### src/rtl/fr_pkg.sv
// Shared types and constants for the frame output serializer.
package fr_pkg;

    localparam int FR_N        = 32;
    localparam int FR_W        = 16;
    localparam int FR_MAX_BITS = 4096;
    localparam int FR_MAX_W    = 64;

    typedef enum logic [0:0] {
        IDLE  = 1'b0,
        SHIFT = 1'b1
    } fr_ser_state_t;

    // Word idx of a packed frame (word i at bits [i*w +: w]); caller truncates to w bits.
    function automatic logic [FR_MAX_W-1:0] fr_word(
        input logic [FR_MAX_BITS-1:0] frame,
        input int                     idx,
        input int                     w
    );
        logic [FR_MAX_BITS-1:0] shifted;
        shifted = frame >> (idx * w);
        return shifted[FR_MAX_W-1:0];
    endfunction

endpackage

### src/rtl/fr_output_serializer.sv
// Parallel-to-serial output stage: loads one N-word frame, streams it word 0 first
// over valid/ready, flags the last word and records load requests it had to drop.
module fr_output_serializer
    import fr_pkg::*;
#(
    parameter int N = FR_N,
    parameter int W = FR_W
) (
    input  logic                clk,
    input  logic                rst,
    input  logic                start,
    input  logic                in_valid,
    input  logic [N*W-1:0]      in_frame,
    output logic                in_ready,
    output logic signed [W-1:0] out_data,
    output logic                out_valid,
    input  logic                out_ready,
    output logic                out_last,
    output logic                busy,
    output logic                overrun
);

    localparam int CW = $clog2(N + 1);

    fr_ser_state_t  state_r;
    fr_ser_state_t  state_s;
    logic [W-1:0]   word_r [N];
    logic [CW-1:0]  cnt_r;
    logic           overrun_r;
    logic           clear_s;
    logic           load_s;
    logic           accept_s;

    assign clear_s  = rst || !start;
    assign in_ready = (state_r == IDLE) && start && !rst;

    // Next-state decode and load/accept strobes.
    always_comb begin
        state_s  = state_r;
        load_s   = 1'b0;
        accept_s = 1'b0;
        case (state_r)
            IDLE: begin
                if (in_valid && in_ready) begin
                    load_s  = 1'b1;
                    state_s = SHIFT;
                end else begin
                    state_s = IDLE;
                end
            end
            SHIFT: begin
                if (out_ready) begin
                    accept_s = 1'b1;
                    if (cnt_r == CW'(1)) begin
                        state_s = IDLE;
                    end else begin
                        state_s = SHIFT;
                    end
                end else begin
                    state_s = SHIFT;
                end
            end
            default: begin
                state_s = IDLE;
            end
        endcase
    end

    // State register.
    always_ff @(posedge clk) begin
        if (clear_s) begin
            state_r <= IDLE;
        end else begin
            state_r <= state_s;
        end
    end

    // Frame storage: parallel load, shift toward word 0 with zero fill on accept.
    always_ff @(posedge clk) begin
        if (clear_s) begin
            for (int i = 0; i < N; i++) begin
                word_r[i] <= {W{1'b0}};
            end
        end else if (load_s) begin
            for (int i = 0; i < N; i++) begin
                word_r[i] <= W'(fr_word(FR_MAX_BITS'(in_frame), i, W));
            end
        end else if (accept_s) begin
            for (int i = 0; i < N - 1; i++) begin
                word_r[i] <= word_r[i+1];
            end
            word_r[N-1] <= {W{1'b0}};
        end else begin
            for (int i = 0; i < N; i++) begin
                word_r[i] <= word_r[i];
            end
        end
    end

    // Remaining-word counter; accept only happens in SHIFT where cnt >= 1.
    always_ff @(posedge clk) begin
        if (clear_s) begin
            cnt_r <= {CW{1'b0}};
        end else if (load_s) begin
            cnt_r <= CW'(N);
        end else if (accept_s) begin
            cnt_r <= cnt_r - CW'(1);
        end else begin
            cnt_r <= cnt_r;
        end
    end

    // Sticky overrun: a load request seen while a frame is in flight.
    always_ff @(posedge clk) begin
        if (clear_s) begin
            overrun_r <= 1'b0;
        end else if (in_valid && (state_r == SHIFT)) begin
            overrun_r <= 1'b1;
        end else begin
            overrun_r <= overrun_r;
        end
    end

    assign out_data  = word_r[0];
    assign out_valid = (state_r == SHIFT);
    assign busy      = (state_r == SHIFT);
    assign out_last  = (state_r == SHIFT) && (cnt_r == CW'(1));
    assign overrun   = overrun_r;

endmodule

### config.mk
export PLATFORM = sky130hd
export DESIGN_NAME = fr_output_serializer
export DESIGN_NICKNAME = d
export VERILOG_FILES = /design/src/rtl/fr_pkg.sv /design/src/rtl/fr_output_serializer.sv
export SDC_FILE = /design/constraint.sdc
export NUM_CORES = 1
export LEC_CHECK = 0
export CAP_MARGIN = 25
export CORE_UTILIZATION = 50
export DETAILED_ROUTE_END_ITERATION = 7
export MAX_ROUTING_LAYER = met4
export PLACE_DENSITY = 0.87
export SYNTH_ARGS = -nofsm -noshare
export SYNTH_HDL_FRONTEND = slang
export SYNTH_SLANG_ARGS = --single-unit
### constraint.sdc
create_clock -name clk -period 8.8 [get_ports clk]
set_clock_uncertainty 0.1 [all_clocks]
set_input_delay 1.32 -clock clk [delete_from_list [all_inputs] [get_ports clk]]
set_output_delay 1.32 -clock clk [all_outputs]
set_load 0.05 [all_outputs]
; ---- Word-level counts from Yosys, hierarchy flattened
; Memory sizes are Yosys's and may differ from the RTL's.
; Index checks and enable logic that the tools add are counted.
; Widths: inputs -> output; s select.
[classes]
add_sub_neg = 1
n_eq_ne = 1
mux = 118
bitwise = 97
reduce_logical = 10
[op_table]
columns = cell, count
row1 = $mux 16, 96
row2 = $or 1x1->1, 96
row3 = $mux 1, 19
row4 = $mux 6, 2
row5 = $eq 6x1->1 const B, 1
row6 = $sub 6x1->6 const B, 1
row7 = $logic_and 1x1->1, 5
row8 = $logic_not 1->1, 2
row9 = $pmux 1 s2, 1
row10 = $reduce_bool 2->1, 1
row11 = $reduce_or 2->1, 1
row12 = $logic_or 1x1->1, 1
row13 = $not 1->1, 1
[totals]
reg_bits = 8
ram_bits = 512
out_inout_bits = 21
word_cells = 232
n_memories = 1
[mem_list]
columns = name, words, width, rd, rd_clocked_by_memory_dff, write_ports, line_no
row1 = word_r, 32, 16, 32, 0, 32, fr_output_serializer.sv:27  ; logic [W-1:0] word_r [N];

; ---- Depth between registers and ports, before layout
; Gate-level depths: netlist of run 1.
[depth]
word_depth = 12
ltp_mapped = 7
depth_no_buf = 5

; ---- Least setup slack after synthesis of run 1
; OpenSTA, ideal clock, no wires.
[synth_path]
path_kind = input to register
startpoint = input port out_ready
endpoint = memory word_r[0][100] in the netlist's numbering (enable)
setup_time_ns = 0.615
t_arrival_ns = 6.886
t_required_ns = 8.085
path_slack_ns = 1.199
stages = 4
n_path_buf = 2
cell_sequence = and2_1 -> buf_2 -> buf_2 -> or3_1
[synth_rtl]
columns = item, line_no
row1 = start: declaration, fr_output_serializer.sv:17  ; input logic out_ready,
row2 = end: declaration, fr_output_serializer.sv:27

; ---- Worst setup path in the final report of run 1
[layout_path]
startpoint = input port start
endpoint = output port in_ready
[layout_via]
elab_chain_len = 2
[layout_lines]
columns = item, line_no
row1 = start: declaration, fr_output_serializer.sv:11  ; input logic start,
row2 = $logic_and 1x1->1 (2 in a row), fr_output_serializer.sv:35  ; assign in_ready = (state_r == IDLE) && start && !rst;
row3 = end: declaration, fr_output_serializer.sv:14  ; output logic in_ready,
; Every way passes these cells.

==> flow_metrics.py, run 1 <==
metrics = {
    "run_status": {
        "outcome": "finished, violations left",
        "violations": "DRC",
    },
    "global_routing": {
        "grt-ovfl-total": 0,
        "grt_pass1_wl_um": 104000,
        "antenna_found_initial": 26,
        "grt_util_all_layers_pct": 30.1,
        "grt_max_degree": 214,
        "grt_pass1_vias": 18300,
    },
    "timing": {
        "holdWs_ps": 399,
        "grt_setup_unrepaired": "false",
        "finalCritPeriodShare_pct": 55.9,
        "finalSetupViolCount": 0,
        "fmax_mhz": 203,
        "fin_setup_tns_ps": 0,
        "tightest_slew_ps": 1210,
        "finalHoldViolCount": 0,
        "slew_viol_final": 0,
        "worst_slack_ps": 3880,
        "period_needed_ps": 4920,
        "relSlewSlack_pct": 19.1,
    },
    "synth": {
        "synth_fp_nets": 2672,
        "synth-edff-count": 512,
        "synth_most_common_cell": "nand2_1",
        "yosysWarnings": 0,
        "yosysUniqueCellTypes": 35,
        "yosysTopAreaCellShare_pct": 67.1,
        "syn_area_per_cell_um2": 10.6,
        "async_flop_share_pct": 0,
        "ys_seq_elements": 520,
        "synthCells": 2153,
        "synthFlopType": "edfxtp_1",
        "synth_top_cell_by_area": "edfxtp_1",
        "ys_top_cells_by_count": "nand2_1, edfxtp_1, a21oi_1",
        "syn-cell-area_um2": 22900,
        "ys_seq_area_share_pct": 67.8,
        "synthTopCellsByArea": "edfxtp_1, nand2_1, a21oi_1",
    },
    "routing": {
        "drt_wl_total_um": 70100,
        "dr.pass1.iters": 8,
        "drt_iter0_drc": 2315,
        "antenna_left": 0,
        "routed_via_density": 5.64,
        "avgRoutedWirePerCell_um": 21.6,
        "vias": 18300,
        "drc": 1,
    },
    "setup_path": {
        "required_ps": 7380,
        "critical_path_class": "in2out",
        "critPathMostFrequentCell": "clkdlybuf4s50_1",
        "crit_arrival_ps": 3500,
        "regToRegSetupSlack_ps": 5120,
        "worstPathMaxFanout": 22,
        "slowest_stage": "clkdlybuf4s50_1",
        "start_kind": "primary input",
        "cp-end-kind": "output port",
        "max_stage_delay_ps": 900,
        "regToRegStartpoint": "busy$_SDFF_PP0_",
        "crit_family": "buffers and inverters",
        "worst-r2r-cell-count": 3,
        "path_buf_inv": 2,
        "path_cells": "clkdlybuf4s50_1 > nand2b_4 > nor2_1 > clkdlybuf4s50_1",
        "reg2reg_to": "word_r[0][139]$_SDFFCE_PP0P_",
    },
    "power": {
        "sw_frac_of_total_pct": 22.2,
        "power.total_mw": 5.74,
        "pwr-share-seq_pct": 51.6,
        "powerDensity_nw_per_um2": 191,
        "clkPwrFrac_pct": 39.2,
        "internal_power_mw": 4.47,
        "p_switching_mw": 1.27,
        "ir_worst_vdd_uv": 143,
        "combPwrFrac_pct": 9.1,
        "p_leak_nw": 11.8,
    },
    "final_layout": {
        "final_area_um2": 30100,
        "area_growth_pct": 31.3,
        "final_core_util_pct": 66.5,
        "multi_input_area_um2": 6470,
        "register_area_um2": 15500,
        "stdcell_count": 3251,
        "drive_gt1_share_pct": 3.85,
        "n_fill_cell": 3166,
        "fin_nets": 3101,
    },
    "clock_network": {
        "clockRootBuffer": "clkbuf_16",
        "insertion_delay_ps": 610,
        "cts_hold_buf": 0,
        "cts_tree": "yes",
        "cts_resized": 0,
        "cts_buffers": 52,
        "clockBufferDepth": 3,
        "cts_max_level": 2,
        "cts.sinks": 520,
        "clk_pin_slew_ps": 60,
        "post_cts_buffers": 0,
    },
    "hold_path": {
        "hold_end": "cnt_r[4]$_SDFFE_PP0P_",
        "hold_class": "reg2reg",
        "holdCritStartpoint": "cnt_r[4]$_SDFFE_PP0P_",
        "hold_depth": 2,
    },
    "placement": {
        "dp_slack_ps": 3920,
        "placed_cells": 3127,
        "place_area_um2": 28300,
        "numPortBuffers": 537,
        "dp_hpwl_um": 46800,
        "routabilityCongestion": 0.935,
    },
    "die": {
        "rows": 78,
        "dieArea_um2": 46700,
        "start_util_pct": 50.6,
        "fp.coreArea_um2": 45300,
        "die_w_um": 216,
        "io_pins": 538,
        "fp.dieH_um": 216,
    },
    "job": {
        "drv_cap": 0,
    },
}
[tightest hold or removal path: stages, from the launching register on]
cell and delay (ps):
dfxtp_1 330, o31ai_1 70, a21oi_1 60
[cell families after synthesis]
group                    synth area share (%)
AO/OA/AOI/OAI                            11.9
XOR/XNOR                               0.0764
adder cells (fa/ha/maj)                 0.109
buffers and inverters                    4.25
flip-flops                               67.8
AND/OR/NAND/NOR                          15.9
[flip-flops by register name, summed over array words and instances, names as in the netlist]
register / cells
overrun: 1
busy: 1
cnt_r: 6
word_r: 512
[area by class of cell]
type | count | share of cell area [%]
sequential | 520 | 51.6
multi-input combinational | 1450 | 21.5
timing repair buffer | 556 | 18.5
clock buffer | 62 | 4.45
tap | 600 | 2.49
clock inverter | 34 | 1.21
antenna | 27 | 0.224
inverter | 2 | 0.0249
[cell usage in the layout, fill, tap and decap left out, types with 10 or more instances in the layout]
master / n
clkbuf_16: 52
a21oi_1: 452
a22o_1: 48
clkbuf_1: 10
edfxtp_1: 512
diode_2: 27
clkdlybuf4s50_1: 537
and2_1: 17
nand2_1: 896
clkinv_1: 14
buf_4: 15
[routing by layer]
metal  vias to the layer above  track usage, %  wire [um]
li1                       8336               -          -
met1                      8709            33.3      24300
met2                      1096            49.6      34900
met3                       205            7.87       7020
met4                         0            16.4       3910
met5                         -               -          0
[power groups by stage]
stage / Clock, mW / Combinational [mW] / Sequential [mW]
after floorplan: 0 / 0.213 / 3.00
after global placement: 0 / 0.507 / 3.01
after detailed placement: 0 / 0.515 / 3.01
after CTS: 2.27 / 0.521 / 2.96
after global routing: 2.37 / 0.561 / 2.98
final: 2.25 / 0.525 / 2.96
[how the worst max path moves through the flow]
stage | from | endpoint | cells past startpoint
after floorplan | out_ready | word_r[0][100]$_SDFFCE_PP0P_ | 4
after global placement | start | in_ready | 4
after detailed placement | start | in_ready | 4
after CTS | start | in_ready | 4
after global routing | start | in_ready | 4
final | start | in_ready | 4
Power figures use the tool's default switching activity.
==> run 2: changes to the inputs <==
==> constraint.sdc (replaced) <==
create_clock -name clk -period 4.7 [get_ports clk]
set_clock_uncertainty 0.1 [all_clocks]
set_input_delay 0.705 -clock clk [delete_from_list [all_inputs] [get_ports clk]]
set_output_delay 0.705 -clock clk [all_outputs]
set_load 0.05 [all_outputs]
==> run 2 against run 1 <==
  * The flow now finishes without violations
  * Via count is 0.20% higher
  * Sequential power is 87% higher
  * Critical path depth unchanged
  * Setup slack worse by 2900 ps
  * Flip-flop and latch count unchanged
  * Worst hold slack worse by 8.7 ps
  * Non-clock buffer count is 12 higher
  * Utilization grew 0.42 points
  * Die area is the same
  * Count of clock-buffer cells in the layout rose by 4
  * Largest power group unchanged
==> flow_metrics.py, run 2 (same netlist as run 1, synthesis figures left out) <==
metrics = {
    "hold_path": {
        "hold_end": "cnt_r[4]$_SDFFE_PP0P_",
        "hold_class": "reg2reg",
        "hold_depth": 2,
        "holdCritStartpoint": "cnt_r[4]$_SDFFE_PP0P_",
    },
    "timing": {
        "relSlewSlack_pct": 31.4,
        "grt_setup_unrepaired": "false",
        "finalHoldViolCount": 0,
        "finalCritPeriodShare_pct": 78.5,
        "slew_viol_final": 0,
        "fmax_mhz": 271,
        "fin_setup_tns_ps": 0,
        "period_needed_ps": 3690,
        "finalSetupViolCount": 0,
        "tightest_slew_ps": 1030,
    },
    "clock_network": {
        "cts_tree": "yes",
        "cts_buffers": 54,
        "cts_hold_buf": 0,
        "cts_max_level": 2,
        "clockRootBuffer": "clkbuf_16",
        "clockBufferDepth": 3,
        "insertion_delay_ps": 620,
        "post_cts_buffers": 0,
        "cts_resized": 0,
        "clk_pin_slew_ps": 60,
        "cts.sinks": 520,
    },
    "routing": {
        "avgRoutedWirePerCell_um": 21.7,
        "drt_iter0_drc": 2503,
        "routed_via_density": 5.64,
        "vias": 18400,
        "drt_wl_total_um": 70800,
        "antenna_left": 0,
        "drc": 0,
        "dr.pass1.iters": 8,
    },
    "final_layout": {
        "top_register": "word_r",
        "layout_common_cells": "nand2_1, clkdlybuf4s50_1, edfxtp_1, a21oi_1, clkbuf_16",
        "n_fill_cell": 3145,
        "largest_reg_flops": 512,
        "drive_gt1_share_pct": 4.28,
        "fin_nets": 3115,
        "area_growth_pct": 32.1,
        "reg.largest.list": "word_r: 512 flops, cnt_r: 6 flops",
        "layout_commonest_cell": "nand2_1",
    },
    "die": {
        "fp.coreArea_um2": 45300,
        "dieArea_um2": 46700,
        "rows": 78,
        "fp.dieH_um": 216,
        "start_util_pct": 50.6,
        "die_w_um": 216,
        "io_pins": 538,
    },
    "setup_path": {
        "crit_arrival_ps": 2880,
        "slowest_stage": "clkdlybuf4s50_1",
        "reg2reg_to": "word_r[0][266]$_DFFE_PP_",
        "critical_path_class": "in2out",
        "start_kind": "primary input",
        "path_cells": "clkdlybuf4s50_1 > nand2b_4 > nor2_1 > clkdlybuf4s50_1",
        "max_stage_delay_ps": 850,
        "path_buf_inv": 2,
        "regToRegStartpoint": "busy$_SDFF_PP0_",
        "crit_family": "buffers and inverters",
        "cp-end-kind": "output port",
        "required_ps": 3890,
        "regToRegSetupSlack_ps": 1620,
        "critPathMostFrequentCell": "clkdlybuf4s50_1",
        "worstPathMaxFanout": 45,
        "worst-r2r-cell-count": 4,
    },
    "run_status": {
        "outcome": "completed",
    },
    "global_routing": {
        "grt_max_degree": 200,
        "grt_pass1_vias": 18100,
        "grt_util_all_layers_pct": 30.5,
        "grt_pass1_wl_um": 105000,
        "antenna_found_initial": 17,
        "grt-ovfl-total": 0,
    },
    "placement": {
        "numPortBuffers": 537,
        "routabilityCongestion": 0.937,
        "dp_hpwl_um": 48700,
    },
    "job": {
        "drv_cap": 0,
    },
    "power": {
        "ir_worst_vdd_uv": 271,
        "powerDensity_nw_per_um2": 354,
        "power.total_mw": 10.7,
        "p_leak_nw": 11.9,
    },
}
[run 2: changes by cell type in the layout (fill, tap and decap cells not counted), moves of 3 or more]
cell / change
buf_12: +10
buf_4: +3
bufinv_16: -3
clkbuf_16: +3
clkinv_1: +3
clkinv_2: -3
clkinv_4: +4
diode_2: -6
[run 2: worst max-delay path by stage]
stage | to | startpoint | depth (start not counted) | slack [ps]
6_report | in_ready | start | 4 | 1010
2_1_floorplan | word_r[0][100]$_SDFFCE_PP0P_ | busy$_SDFF_PP0_ | 4 | 130
4_1_cts | in_ready | start | 4 | 1010
3_3_place_gp | in_ready | start | 4 | 1040
5_1_grt | in_ready | start | 4 | 920
3_5_place_dp | in_ready | start | 4 | 1010
[run 2: worst min-delay path: stages (launching register included)]
cell	delay, ps
dfxtp_1	320
o31ai_1	70
a21oi_1	60
[run 2: cell type report]
type | count | area (um^2) | share of cell area, %
clock inverter | 34 | 294 | 0.971
timing repair buffer | 568 | 5770 | 19.0
antenna | 21 | 52.6 | 0.173
tap | 600 | 751 | 2.48
sequential | 520 | 15500 | 51.3
multi-input combinational | 1450 | 6470 | 21.3
inverter | 2 | 7.51 | 0.0248
clock buffer | 66 | 1420 | 4.68
[run 2: routing by layer]
| metal | vias up | wire length (um) | GRT usage, % |
|---|---|---|---|
| met2 | 1090 | 35100 | 50.3 |
| met4 | 0 | 3630 | 15.6 |
| li1 | 8350 | - | - |
| met1 | 8741 | 24900 | 34.7 |
| met3 | 202 | 7170 | 7.26 |
| met5 | - | 0 | - |
[run 2: metrics by stage]
step / setup slack (ps) / instances / util [%] / hold slack [ps] / area, um^2
3_3_place_gp: 1040 / 3140 / 63.0 / 363 / 28500
3_5_place_dp: 1010 / 3140 / 63.0 / 377 / 28500
6_report: 1010 / 3261 / 66.9 / 391 / 30300
2_1_floorplan: 130 / 2153 / - / 353 / 22900
5_1_grt: 922 / 3257 / 66.9 / 427 / 30300
4_1_cts: 1010 / 3240 / 66.8 / 390 / 30200
[run 2: power breakdown]
group	leakage (nW)	total (mW)	switching (mW)	internal (mW)
Combinational	5.16	1.01	0.494	0.520
Clock	0.833	4.18	1.81	2.37
Sequential	5.95	5.54	0.107	5.43
Total	11.9	10.7	2.41	8.32
==> run 3: changes to the inputs <==
--- a/config.mk
+++ b/config.mk
@@ -6,10 +6,10 @@
 export NUM_CORES = 1
 export LEC_CHECK = 0
 export CAP_MARGIN = 25
-export CORE_UTILIZATION = 50
+export CORE_UTILIZATION = 46
 export DETAILED_ROUTE_END_ITERATION = 7
 export MAX_ROUTING_LAYER = met4
-export PLACE_DENSITY = 0.87
+export PLACE_DENSITY = 0.85
 export SYNTH_ARGS = -nofsm -noshare
 export SYNTH_HDL_FRONTEND = slang
 export SYNTH_SLANG_ARGS = --single-unit
==> constraint.sdc (replaced) <==
create_clock -name clk -period 3.18 [get_ports clk]
set_clock_uncertainty 0.1 [all_clocks]
set_input_delay 0.477 -clock clk [delete_from_list [all_inputs] [get_ports clk]]
set_output_delay 0.477 -clock clk [all_outputs]
set_load 0.05 [all_outputs]
==> run 3 against run 2 <==
  * Setup slack got worse by 780 ps
  * Flip-flop and latch count stayed put
  * Cell count is 2.6% higher
  * Design area increased by 1.3%
  * Clock power grew 50%
  * Critical path type is now reg2out
  * Combinational power grew 50%
  * Worst hold slack better by 13 ps
  * Sequential share of layout area down 0.63 points
  * Critical endpoint is now out_last
  * Count of clock-buffer cells in the layout is 2 lower
==> flow_metrics.py, run 3 (same netlist as run 1, synthesis figures left out) <==
metrics = {
    "run_status": {
        "outcome": "completed",
    },
    "routing": {
        "drt_iter0_drc": 2126,
        "drt_wl_total_um": 69600,
        "drc": 0,
        "avgRoutedWirePerCell_um": 20.8,
        "antenna_left": 0,
        "dr.pass1.iters": 6,
        "routed_via_density": 5.43,
        "vias": 18200,
    },
    "final_layout": {
        "top_register": "word_r",
        "n_fill_cell": 3765,
        "fin_nets": 3134,
        "area_growth_pct": 33.8,
        "stdcell_count": 3346,
        "reg.largest.list": "word_r: 512 flops, cnt_r: 6 flops",
        "layout_commonest_cell": "nand2_1",
        "layout_common_cells": "nand2_1, clkdlybuf4s50_1, edfxtp_1, a21oi_1, clkbuf_16",
        "largest_reg_flops": 512,
        "drive_gt1_share_pct": 5.35,
    },
    "clock_network": {
        "clk_pin_slew_ps": 60,
        "cts_buffers": 53,
        "insertion_delay_ps": 600,
        "clockRootBuffer": "clkbuf_16",
        "cts_max_level": 2,
        "post_cts_buffers": 0,
        "cts_tree": "yes",
        "cts.sinks": 520,
        "cts_hold_buf": 0,
        "clockBufferDepth": 3,
    },
    "timing": {
        "tightest_slew_ps": 917,
        "period_needed_ps": 2950,
        "fmax_mhz": 340,
        "finalSetupViolCount": 0,
        "finalCritPeriodShare_pct": 92.6,
        "relSlewSlack_pct": 38.9,
        "finalHoldViolCount": 0,
        "fin_setup_tns_ps": 0,
        "grt_setup_unrepaired": "false",
        "slew_viol_final": 0,
    },
    "global_routing": {
        "grt_pass1_vias": 17900,
        "grt_max_degree": 126,
        "grt_util_all_layers_pct": 27.5,
        "grt_pass1_wl_um": 102000,
        "antenna_found_initial": 23,
        "grt-ovfl-total": 0,
    },
    "job": {
        "drv_cap": 0,
    },
    "placement": {
        "placed_cells": 3224,
        "dp_hpwl_um": 49200,
        "routabilityCongestion": 0.940,
        "numPortBuffers": 537,
    },
    "hold_path": {
        "hold_class": "reg2reg",
        "hold_depth": 2,
        "hold_end": "cnt_r[4]$_SDFFE_PP0P_",
        "holdCritStartpoint": "cnt_r[4]$_SDFFE_PP0P_",
    },
    "die": {
        "die_w_um": 225,
        "dieArea_um2": 50700,
        "io_pins": 538,
        "start_util_pct": 46.7,
        "fp.coreArea_um2": 49100,
        "fp.dieH_um": 225,
        "rows": 81,
    },
    "setup_path": {
        "worstPathMaxFanout": 6,
        "required_ps": 2600,
        "max_stage_delay_ps": 710,
        "regToRegStartpoint": "busy$_SDFF_PP0_",
        "slowest_stage": "dlygate4sd2_1",
        "reg2reg_to": "word_r[0][101]$_SDFFCE_PP0P_",
        "path_cells": "nor3_1 > and3b_1 > and2_1 > dlygate4sd2_1",
        "path_buf_inv": 1,
        "start_kind": "flip-flop",
        "crit_arrival_ps": 2370,
        "critical_path_class": "reg2out",
        "crit_family": "buffers and inverters",
        "cp-end-kind": "output port",
        "worst-r2r-cell-count": 4,
        "regToRegSetupSlack_ps": 1070,
    },
    "power": {
        "powerDensity_nw_per_um2": 521,
        "ir_worst_vdd_uv": 364,
        "p_leak_nw": 12.1,
        "power.total_mw": 16.0,
    },
}
[run 3: cell type report]
class	count	area (um^2)	area share [%]
Clock inverter	32	324	1.06
Antenna cell	26	65.1	0.212
Tap cell	664	831	2.71
Inverter	2	7.51	0.0245
Sequential cell	520	15500	50.6
Clock buffer	64	1420	4.62
Multi-Input combinational cell	1450	6470	21.1
Timing Repair Buffer	588	6030	19.7
[run 3: per-stage QoR]
step | worst slack, ps | area [um^2] | util [%] | hold WS [ps]
global placement | 447 | 28900 | 58.9 | 365
detailed placement | 409 | 28900 | 58.9 | 403
global route | 120 | 30700 | 62.5 | 417
finish | 235 | 30700 | 62.5 | 404
CTS | 195 | 30600 | 62.4 | 406
floorplan | 33.4 | 22900 | - | 353
[run 3: worst max-delay path by stage]
stage / start / to / cells past startpoint
6_report: cnt_r[2]$_SDFFE_PP0P_ / out_last / 4
3_3_place_gp: in_valid / word_r[0][15]$_DFFE_PP_ / 3
5_1_grt: cnt_r[2]$_SDFFE_PP0P_ / out_last / 4
3_5_place_dp: in_valid / word_r[0][1]$_DFFE_PP_ / 3
4_1_cts: cnt_r[2]$_SDFFE_PP0P_ / out_last / 4
2_1_floorplan: out_ready / word_r[0][100]$_SDFFCE_PP0P_ / 4
[run 3: where the power goes]
group          internal [mW]  switching, mW  leakage [nW]
Clock                   3.66           2.64         0.862
Sequential              8.03          0.163          5.95
Combinational          0.786          0.722          5.30
Total                   12.5           3.52          12.1
[run 3: worst min-delay path: stages (launching register included)]
cell	delay (ps)
dfxtp_1	320
o31ai_1	70
a21oi_1	60
[run 3: metal layers]
metal  part of all wire, %  vias up  track usage [%]
li1                      -     8410                -
met1                    36     8638             31.3
met2                    50      952             45.2
met3                    11      159             7.90
met4                   4.0        0             12.1
met5                     0        -                -
[run 3: what timing repair did]
| item | 4_1_cts | 5_1_grt |
|---|---|---|
| resized for setup | 1 | 0 |
| setup endpoints to repair | 1 | 0 |
| endpoints found under the hold margin | 0 | 0 |
